**src/rtl/load_store_unit_if.sv**
```systemverilog
// Data-memory port bundle between the load/store unit and data memory.
interface load_store_unit_if #(
   parameter int ADDR_W = 32,
   parameter int DATA_W = 32
);
   logic                memReq;
   logic                memWe;
   logic [ADDR_W-1:0]   memAddr;
   logic [DATA_W-1:0]   memWdata;
   logic [DATA_W/8-1:0] memBe;
   logic                memReady;
   logic [DATA_W-1:0]   memRdata;

   modport master (
      output memReq, memWe, memAddr, memWdata, memBe,
      input  memReady, memRdata
   );

   modport slave (
      input  memReq, memWe, memAddr, memWdata, memBe,
      output memReady, memRdata
   );
endinterface

```
**src/rtl/load_store_unit.sv**
```systemverilog
// Multi-cycle load/store unit with word-addressed req/ready memory port.
// MISALIGNED_SPLIT_EN: serve word-crossing accesses as two handshakes.
module load_store_unit #(
   parameter int ADDR_W = 32,
   parameter int DATA_W = 32
) (
   input  logic              clk,
   input  logic              reset,
   input  logic              memRead,
   input  logic              memWrite,
   input  logic [2:0]        funct3,
   input  logic [ADDR_W-1:0] addr,
   input  logic [DATA_W-1:0] storeData,
   output logic              stall,
   output logic [DATA_W-1:0] loadData,
   output logic              loadValid,
   output logic              misaligned,
   load_store_unit_if.master mem
);
   localparam int BE_W  = DATA_W / 8;
   localparam int OFF_W = $clog2(BE_W);

`ifdef MISALIGNED_SPLIT_EN
   localparam bit SPLIT_EN = 1'b1;
`else
   localparam bit SPLIT_EN = 1'b0;
`endif

   typedef enum logic [1:0] {
      IDLE,
      ACCESS,
      ACCESS2,
      DONE
   } state_e;

   typedef enum logic [1:0] {
      SZ_B,
      SZ_H,
      SZ_W
   } size_e;

   function automatic size_e size_of(input logic [2:0] f3);
      unique case (f3[1:0])
         2'b00:   size_of = SZ_B;
         2'b01:   size_of = SZ_H;
         default: size_of = SZ_W;
      endcase
   endfunction

   state_e st, nxt;

   logic [ADDR_W-1:0] r_addr;
   logic [DATA_W-1:0] r_wdata;
   logic [DATA_W-1:0] r_lo;
   size_e             r_sz;
   logic              r_sgn;
   logic              r_store;
   logic              r_err;
   logic              r_split;

   logic              req;
   logic [OFF_W-1:0]  in_off;
   size_e             in_sz;
   logic              in_bad;
   logic              in_cross;
   logic              req_err;
   logic              req_split;

   assign req      = memRead | memWrite;
   assign in_off   = addr[OFF_W-1:0];
   assign in_sz    = size_of(funct3);
   assign in_bad   = (in_sz == SZ_H && in_off[0])
                   || (in_sz == SZ_W && in_off != '0);
   assign in_cross = (in_sz == SZ_W && in_off != '0)
                   || (in_sz == SZ_H && in_off == '1);
   assign req_err   = SPLIT_EN ? 1'b0 : in_bad;
   assign req_split = SPLIT_EN ? in_cross : 1'b0;

   logic [OFF_W-1:0] r_off;
   logic [OFF_W+2:0] sh;
   logic             in_acc;
   logic             hi_phase;

   assign r_off    = r_addr[OFF_W-1:0];
   assign sh       = {r_off, 3'b000};
   assign in_acc   = (st == ACCESS) || (st == ACCESS2);
   assign hi_phase = (st == ACCESS2);

   // Next-state logic
   always_comb begin
      nxt = st;
      unique case (st)
         IDLE: begin
            if (req) nxt = req_err ? DONE : ACCESS;
         end
         ACCESS: begin
            if (mem.memReady) nxt = r_split ? ACCESS2 : DONE;
         end
         ACCESS2: begin
            if (mem.memReady) nxt = DONE;
         end
         DONE:    nxt = IDLE;
         default: nxt = IDLE;
      endcase
   end

   // Load path: merge both words when split, align, then extend
   logic [DATA_W-1:0] lo_src;
   logic [DATA_W-1:0] hi_src;
   logic [DATA_W-1:0] shifted;
   logic [DATA_W-1:0] ext;
   logic              ld_fin;

   always_comb begin
      lo_src  = hi_phase ? r_lo : mem.memRdata;
      hi_src  = hi_phase ? mem.memRdata : '0;
      shifted = DATA_W'({hi_src, lo_src} >> sh);
      unique case (r_sz)
         SZ_B:    ext = {{(DATA_W-8){r_sgn & shifted[7]}},
                         shifted[7:0]};
         SZ_H:    ext = {{(DATA_W-16){r_sgn & shifted[15]}},
                         shifted[15:0]};
         default: ext = shifted;
      endcase
   end

   assign ld_fin = !r_store && mem.memReady
                && ((st == ACCESS && !r_split) || hi_phase);

   // Store path: upper halves only matter for the second handshake
   logic [BE_W-1:0]     be_base;
   logic [2*BE_W-1:0]   be_wide;
   logic [2*DATA_W-1:0] wd_wide;

   always_comb begin
      unique case (r_sz)
         SZ_B:    be_base = BE_W'(1);
         SZ_H:    be_base = BE_W'(3);
         default: be_base = '1;
      endcase
      be_wide = {{BE_W{1'b0}}, be_base} << r_off;
      wd_wide = {{DATA_W{1'b0}}, r_wdata} << sh;
   end

   always_ff @(posedge clk) begin
      if (reset) begin
         st       <= IDLE;
         r_addr   <= '0;
         r_wdata  <= '0;
         r_lo     <= '0;
         r_sz     <= SZ_W;
         r_sgn    <= 1'b0;
         r_store  <= 1'b0;
         r_err    <= 1'b0;
         r_split  <= 1'b0;
         loadData <= '0;
      end else begin
         st <= nxt;
         if (st == IDLE && req) begin
            r_addr  <= addr;
            r_wdata <= storeData;
            r_sz    <= in_sz;
            r_sgn   <= !funct3[2];
            r_store <= memWrite;
            r_err   <= req_err;
            r_split <= req_split;
         end
         if (st == ACCESS && mem.memReady) r_lo <= mem.memRdata;
         if (ld_fin) loadData <= ext;
      end
   end

   logic [ADDR_W-1:0] base;
   assign base = {r_addr[ADDR_W-1:OFF_W], {OFF_W{1'b0}}};

   assign mem.memReq   = in_acc;
   assign mem.memWe    = in_acc & r_store;
   assign mem.memAddr  = !in_acc ? '0
                       : hi_phase ? base + ADDR_W'(BE_W) : base;
   assign mem.memBe    = !in_acc ? '0
                       : hi_phase ? be_wide[2*BE_W-1:BE_W]
                       : be_wide[BE_W-1:0];
   assign mem.memWdata = !(in_acc && r_store) ? '0
                       : hi_phase ? wd_wide[2*DATA_W-1:DATA_W]
                       : wd_wide[DATA_W-1:0];

   assign stall      = (st == IDLE && req) || in_acc;
   assign loadValid  = (st == DONE) && !r_store && !r_err;
   assign misaligned = (st == DONE) && r_err;
endmodule

```
**src/flat_wrapper.sv**
```systemverilog
// flat-port wrapper written by rule: the top's interface ports become plain ports
module load_store_unit_flat 
#(
   parameter int ADDR_W = 32,
   parameter int DATA_W = 32
)
  (clk, reset, memRead, memWrite, funct3, addr, storeData, stall, loadData, loadValid, misaligned, mem_memReq, mem_memWe, mem_memAddr, mem_memWdata, mem_memBe, mem_memReady, mem_memRdata);
  load_store_unit_if #(.ADDR_W(ADDR_W), .DATA_W(DATA_W)) mem_i ();
  input  logic clk;
  input  logic reset;
  input  logic memRead;
  input  logic memWrite;
  input  logic [2:0] funct3;
  input  logic [ADDR_W-1:0] addr;
  input  logic [DATA_W-1:0] storeData;
  output logic stall;
  output logic [DATA_W-1:0] loadData;
  output logic loadValid;
  output logic misaligned;
  output wire logic [$bits(mem_i.memReq)-1:0] mem_memReq;
  output wire logic [$bits(mem_i.memWe)-1:0] mem_memWe;
  output wire logic [$bits(mem_i.memAddr)-1:0] mem_memAddr;
  output wire logic [$bits(mem_i.memWdata)-1:0] mem_memWdata;
  output wire logic [$bits(mem_i.memBe)-1:0] mem_memBe;
  input wire logic [$bits(mem_i.memReady)-1:0] mem_memReady;
  input wire logic [$bits(mem_i.memRdata)-1:0] mem_memRdata;
  assign mem_memReq = mem_i.memReq;
  assign mem_memWe = mem_i.memWe;
  assign mem_memAddr = mem_i.memAddr;
  assign mem_memWdata = mem_i.memWdata;
  assign mem_memBe = mem_i.memBe;
  assign mem_i.memReady = mem_memReady;
  assign mem_i.memRdata = mem_memRdata;
  load_store_unit #(.ADDR_W(ADDR_W), .DATA_W(DATA_W)) u_core (.clk(clk), .reset(reset), .memRead(memRead), .memWrite(memWrite), .funct3(funct3), .addr(addr), .storeData(storeData), .stall(stall), .loadData(loadData), .loadValid(loadValid), .misaligned(misaligned), .mem(mem_i));
endmodule
```
**config.mk**
```make
export PLATFORM = sky130hd
export DESIGN_NAME = load_store_unit_flat
export DESIGN_NICKNAME = d
export VERILOG_FILES = /design/src/rtl/load_store_unit_if.sv /design/src/rtl/load_store_unit.sv /design/src/flat_wrapper.sv
export SDC_FILE = /design/constraint.sdc
export NUM_CORES = 1
export LEC_CHECK = 0
export BUFFER_PORTS_ARGS = -buffer_cell sky130_fd_sc_hd__buf_2
export CORE_MARGIN = 3
export CORE_UTILIZATION = 23
export DETAILED_ROUTE_END_ITERATION = 6
export SLEW_MARGIN = 20
export SYNTH_ARGS = -nofsm -noshare
export SYNTH_HDL_FRONTEND = slang
export SYNTH_SLANG_ARGS = --single-unit
```
**constraint.sdc**
```tcl
create_clock -name clk -period 2.25 [get_ports clk]
set_input_delay 0.1125 -clock clk [delete_from_list [all_inputs] [get_ports clk]]
set_output_delay 0.1125 -clock clk [all_outputs]
set_load 0.005 [all_outputs]
```
==> qor.txt, run 1 <==
outcome = complete, but fails checks
failing checks = negative setup slack
Worst VDD drop = 0.523 mV
worst path required time = 2.14 ns
Root Buffer = clkbuf_16
slowest CP cell = dfxtp_4
CP Capture Type = primary output
Total GRT Usage = 0.154
DRC = 0
fraction of layout instances using a drive strength above 1 = 0.305
Max-slew headroom = 0.514
crit path kind = flip-flop to primary output
num ports = 209
Avg Inst Size Synth = 7.59 µm²
max cap viols = 0
Critical Path, Cell by Cell = ha_2 > nand4_1 > nor4_4 > buf_6 > nand4_1 > xnor2_1 > and2_1 > buf_2
final worst slack = -0.0376 ns
Switching Fraction = 0.374
vias per inst = 4.83
most used cell, CP = nand4_1
clk buf depth = 2
CTS tree = yes
DRT antenna net count = 0
Main synth FF type = dfxtp_1
via count of the routed design = 8,916
crit path max fanout = 5
Yosys cell types = 53
Clock Power Share = 0.277
Post-synth ARST share = 0
Final Power = 10.2 mW
CTS HTree Levels = 4
pin slew with the least headroom to its limit = 0.729 ns
count leader, synth = nand2_1
Critical Path Max Stage Delay = 0.37 ns
Crit path max-delay family = simple AND/OR/NAND/NOR gates
Post-DP HPWL = 20,900 µm
fin area = 12,100 µm²
post-synthesis sequential area ratio = 0.333
net switching power = 3.83 mW
core area = 34,700 µm²
final hold vios = 0
Synth Instances = 1,071
count of final setup violators = 3
fmax = 437 MHz
Area growth, synth to finish = 48.3%
CTS Buf Count = 17
crit path DAT = 2.18 ns
Reg power frac = 0.312
crit path buf inv count = 2
Initial Utilization = 0.234
IO buf count = 206
initial antenna violation count = 1
Chip Height = 194 µm
grt ovf = 0
RePlAce Congestion = 0.839
placed instance area = 9780 µm²
clock period minus worst slack = 2.29 ns
first-pass GRT wire length = 46,800 µm
synth warn = 0
Netlist Area Pre-Place = 8130 µm²
Die W = 194 µm
Final TNS setup = -0.0578 ns
Sink Count = 135
Worst setup SP type = flip-flop
clock-pin slew on the worst setup and hold paths = 0.06 ns
area share of the largest cell type after synthesis = 0.333
Clock Latency Late Sink = 0.43 ns
Cell Int Power = 6.41 mW
largest cells by area after synthesis = dfxtp_1 (33%), nand2_1 (11%), a21oi_1 (8.3%), mux2i_1 (6.7%), nor2_1 (5.0%)
largest net degree at the start of global routing = 58
final worst path period share = 1.02
Post-synth EDFFs = 0
most frequent cells after synthesis = nand2_1 (242), a21oi_1 (135), dfxtp_1 (135)
DR iter-0 viols = 442
#FFs+latches synth = 135
worst min-delay path category = input port to flip-flop
Power Density = 850 nW/µm²
vias in the first global route = 8,354
Post-Place Worst Slack = -0.136 ns
Core Rows = 68
die area = 37,600 µm²
max-slew violations = 0
P_leak = 4.82 nW
Yosys top cell by area = dfxtp_1
clk_skew = 0.0115 ns
DRT Pass-1 Iters = 5
Layout Nets = 1,486
wire per inst = 16.8 µm
RSZ-0062 raised after global routing = true
Logic pwr share = 0.411
total routed wirelength = 31,100 µm
[through the flow]
| step | hold WS [ns] | utilization | instances |
|---|---|---|---|
| 4_1_cts | 0.106 | 0.334 | 1828 |
| 3_5_place_dp | 0.352 | 0.282 | 1685 |
| 6_report | 0.146 | 0.347 | 1846 |
| 3_3_place_gp | 0.341 | 0.282 | 1685 |
| 5_1_grt | 0.137 | 0.347 | 1845 |
| 2_1_floorplan | 0.208 | - | 1072 |
[registers in the layout, indices dropped and copies added (netlist names)]
register	count
u_core.r_store	1
u_core.r_sz	2
u_core.r_addr	32
u_core.r_sgn	1
u_core.r_lo	32
u_core.r_err	1
u_core.loadData	32
u_core.r_wdata	32
u_core.st	2
[area by class of cell]
| cell class | count | area, µm² |
|---|---|---|
| timing repair buffer | 373 | 2790 |
| multi-input combinational | 842 | 5330 |
| clock buffer | 24 | 492 |
| tap | 455 | 569 |
| antenna | 2 | 5.00 |
| fill | 3679 | 22700 |
| clock inverter | 8 | 95.1 |
| inverter | 7 | 28.8 |
| sequential | 135 | 2740 |
[placed cells by master (no fill, tap or decap), drive strengths merged, types with 10 or more instances in the layout]
cell and n:
mux2i 54, and2 28, clkbuf 28, buf 270
xnor2 17, dfxtp 135, dlygate4sd3 99, nand2 242
mux2 29, nor2 109, a22o 15, nand3 25
a22oi 10, o21ai 19, a21oi 135, a211oi 18
a311oi 24, nor2b 13, nor3 27
[routing by layer]
layer  track usage  vias to the layer above  routed length (µm)
met5             0                        -                   0
met4        0.0426                        0                 622
met3        0.0365                       37                1890
met2         0.250                      296               14500
met1         0.206                     4236               14100
li1              -                     4347                   -
[timing repair]
item                       4_1_cts  5_1_grt
gates cloned                     1        4
hold buffers                    99        0
setup buffers                   11       12
setup endpoints to repair       54       48
pin swaps                       12       32
resized for setup               39       64
hold endpoints to repair        99        0
[worst paths after layout]
kind                                         start             endpoint  slack, ns  cells past startpoint
worst max-delay path              u_core.r_addr[3]      mem_memAddr[26]      -0.04                      8
worst min-delay path                     funct3[0]       u_core.r_sz[0]       0.15                      4
worst max register to register        u_core.st[0]  u_core.loadData[22]       0.06                     10
worst min register to register  u_core.loadData[7]   u_core.loadData[7]       0.45                      2
[tightest hold or removal path, delay by kind of cell]
family | cells | cell delay (ns)
and+or+nand+nor | 2 | 0.19
buffers and inverters | 1 | 0.13
AOI/OAI and AO/OA | 1 | 0.11
[kinds of logic (layout without fill, tap and decap cells)]
| family | count (synthesis) | in the layout | share of synthesized area |
|---|---|---|---|
| buf+inv | 95 | 412 | 0.0522 |
| other cells | 1 | 4 | 0.000461 |
| compound gates | 245 | 245 | 0.198 |
| fa+ha+maj | 6 | 6 | 0.00924 |
| mux | 90 | 90 | 0.127 |
| flops | 135 | 135 | 0.333 |
| xor+xnor | 21 | 21 | 0.0226 |
| simple gates | 478 | 478 | 0.258 |
[power by group through the flow]
| stage | Clock (mW) | Sequential (mW) | Combinational [mW] |
|---|---|---|---|
| 2_1_floorplan | 0 | 3.10 | 2.38 |
| 3_3_place_gp | 0 | 3.18 | 3.60 |
| 3_5_place_dp | 0 | 3.20 | 3.63 |
| 4_1_cts | 2.92 | 3.16 | 3.91 |
| 5_1_grt | 3.02 | 3.24 | 4.62 |
| 6_report | 2.84 | 3.19 | 4.20 |
Note: power is estimated with default switching activity, not from simulation.
==> run 2, diff against run 1 <==
Settings changed: MAX_ROUTING_LAYER from default to met4.
Clock period 2.25 ns to 2.7 ns, I/O delays scaled along.
==> qor.txt, run 2 (same netlist as run 1, synthesis figures left out) <==
outcome = finished, final reports clean
worst path required time = 2.57 ns (+0.43 ns)
crit path kind = flip-flop to primary output
via count of the routed design = 8,759 (-1.8%)
DRT Pass-1 Iters = 7 (+2)
RePlAce Congestion = 0.844 (+0.54%)
DRT antenna net count = 0 (unchanged)
vias in the first global route = 8,457 (+1.2%)
core area = 34,700 µm² (unchanged)
CP Capture Type = primary output
Post-Place Worst Slack = 0.110 ns (+0.247 ns)
Reg2Reg Setup Slack = 0.24 ns (+0.18 ns)
final hold slack = 0.0405 ns (-0.105 ns)
grt ovf = 0 (unchanged)
final worst slack = 0.143 ns (+0.181 ns)
total routed wirelength = 29,900 µm (-3.9%)
Clock Latency Late Sink = 0.43 ns (about the same)
P_leak = 4.49 nW (-6.8%)
crit path DAT = 2.42 ns (+0.24 ns)
num ports = 209 (unchanged)
Worst VDD drop = 0.533 mV (+1.9%)
DR iter-0 viols = 498 (+13%)
Layout Nets = 1,448 (-2.6%)
IO buf count = 206 (unchanged)
commonest non-fill, non-tap cell in the layout = nand2_1
CTS Buf Count = 17 (unchanged)
Power Density = 725 nW/µm² (-15%)
first-pass GRT wire length = 46,800 µm (about the same)
vias per inst = 4.85 (+0.41%)
max cap viols = 0 (unchanged)
RSZ-0062 raised after global routing = true
final hold vios = 0 (unchanged)
clock period minus worst slack = 2.56 ns
Worst setup SP type = flip-flop
post-layout util = 0.327 (-0.0207)
Max-slew headroom = 0.335 (-0.179)
most frequent cells in the layout = nand2_1 (241), buf_2 (205), a21oi_1 (135)
Total GRT Usage = 0.159 (+0.00497)
count of final setup violators = 0 (-3)
Sequential cell area = 2710 µm² (-1.0%)
wire per inst = 16.5 µm (-1.8%)
CTS HTree Levels = 4 (unchanged)
area of the multi-input gates = 5090 µm² (-4.5%)
fmax = 391 MHz
CTS tree = yes
pin slew with the least headroom to its limit = 0.994 ns (+0.265 ns)
final worst path period share = 0.947
clk_skew = 0.00905 ns (-0.00246 ns)
DRC = 0 (unchanged)
Initial Utilization = 0.234 (unchanged)
Post-DP HPWL = 20,700 µm (-0.78%)
Die W = 194 µm (unchanged)
Chip Height = 194 µm (unchanged)
worst min-delay path category = input port to flip-flop
Filler Cells Inserted = 3,672 (-0.19%)
Root Buffer = clkbuf_16
Sink Count = 135 (unchanged)
max-slew violations = 0 (unchanged)
clk buf depth = 2 (unchanged)
crit path max fanout = 16 (+11)
fraction of layout instances using a drive strength above 1 = 0.247 (-0.0586)
Core Rows = 68 (unchanged)
die area = 37,600 µm² (unchanged)
clock-pin slew on the worst setup and hold paths = 0.06 ns (about the same)
Area growth, synth to finish = 39.5%
largest net degree at the start of global routing = 71 (+22%)
initial antenna violation count = 1 (unchanged)
## run 2: stage by stage
step	setup TNS (ns)	instances	area, µm²	total power, mW
global route	-0.0363	1806	11300	8.74
floorplan	0	1072	8130	4.57
finish	0	1806	11300	8.21
CTS	0	1805	11300	8.29
detailed placement	0	1672	9640	5.64
global placement	0	1672	9640	5.57
## run 2: final timing paths
| path | from | end | cells after the start |
|---|---|---|---|
| setup / recovery | u_core.st[0] | mem_memWdata[7] | 7 |
| hold / removal | mem_memRdata[6] | u_core.r_lo[6] | 3 |
| setup reg to reg | u_core.st[0] | u_core.loadData[14] | 8 |
| hold reg to reg | u_core.r_lo[15] | u_core.r_lo[15] | 2 |
## run 2: timing repair
item / in CTS / in global routing
endpoints found under the setup margin: 19 / 16
gates resized for setup: 6 / 6
gates cloned: 0 / 0
hold buffers: 98 / 0
endpoints found under the hold margin: 98 / 0
pin swaps: 1 / 0
buffers inserted: 4 / 0
## run 2: per-layer routing
| layer | vias to the layer above | part of all wire | global-route usage |
|---|---|---|---|
| li1 | 4248 | - | - |
| met1 | 4170 | 0.45 | 0.206 |
| met2 | 317 | 0.47 | 0.256 |
| met3 | 24 | 0.062 | 0.0325 |
| met4 | 0 | 0.012 | 0.0386 |
| met5 | - | 0 | - |
## run 2: power breakdown
part	internal, mW	total (mW)	switching (mW)	leakage, nW
Combinational	1.28	3.09	1.81	3.07
Clock	1.60	2.49	0.890	0.311
Sequential	2.33	2.64	0.312	1.11
Total	5.20	8.21	3.01	4.49
## run 2: area by class of cell
type / count / share of cell area
clock buffer: 24 / 0.0453
clock inverter: 7 / 0.0100
timing repair buffer: 335 / 0.204
tap: 455 / 0.0502
sequential: 135 / 0.239
multi-input combinational: 842 / 0.449
antenna: 1 / 0.000221
inverter: 7 / 0.00232
## run 2: critical path, stage by stage, from the launching register on
cell and delay [ns]:
dfxtp_1 0.33, inv_1 0.19, ha_4 0.32, and2_1 0.48
a22o_1 0.24, nand2_1 0.06, a21oi_1 0.22, buf_2 0.16
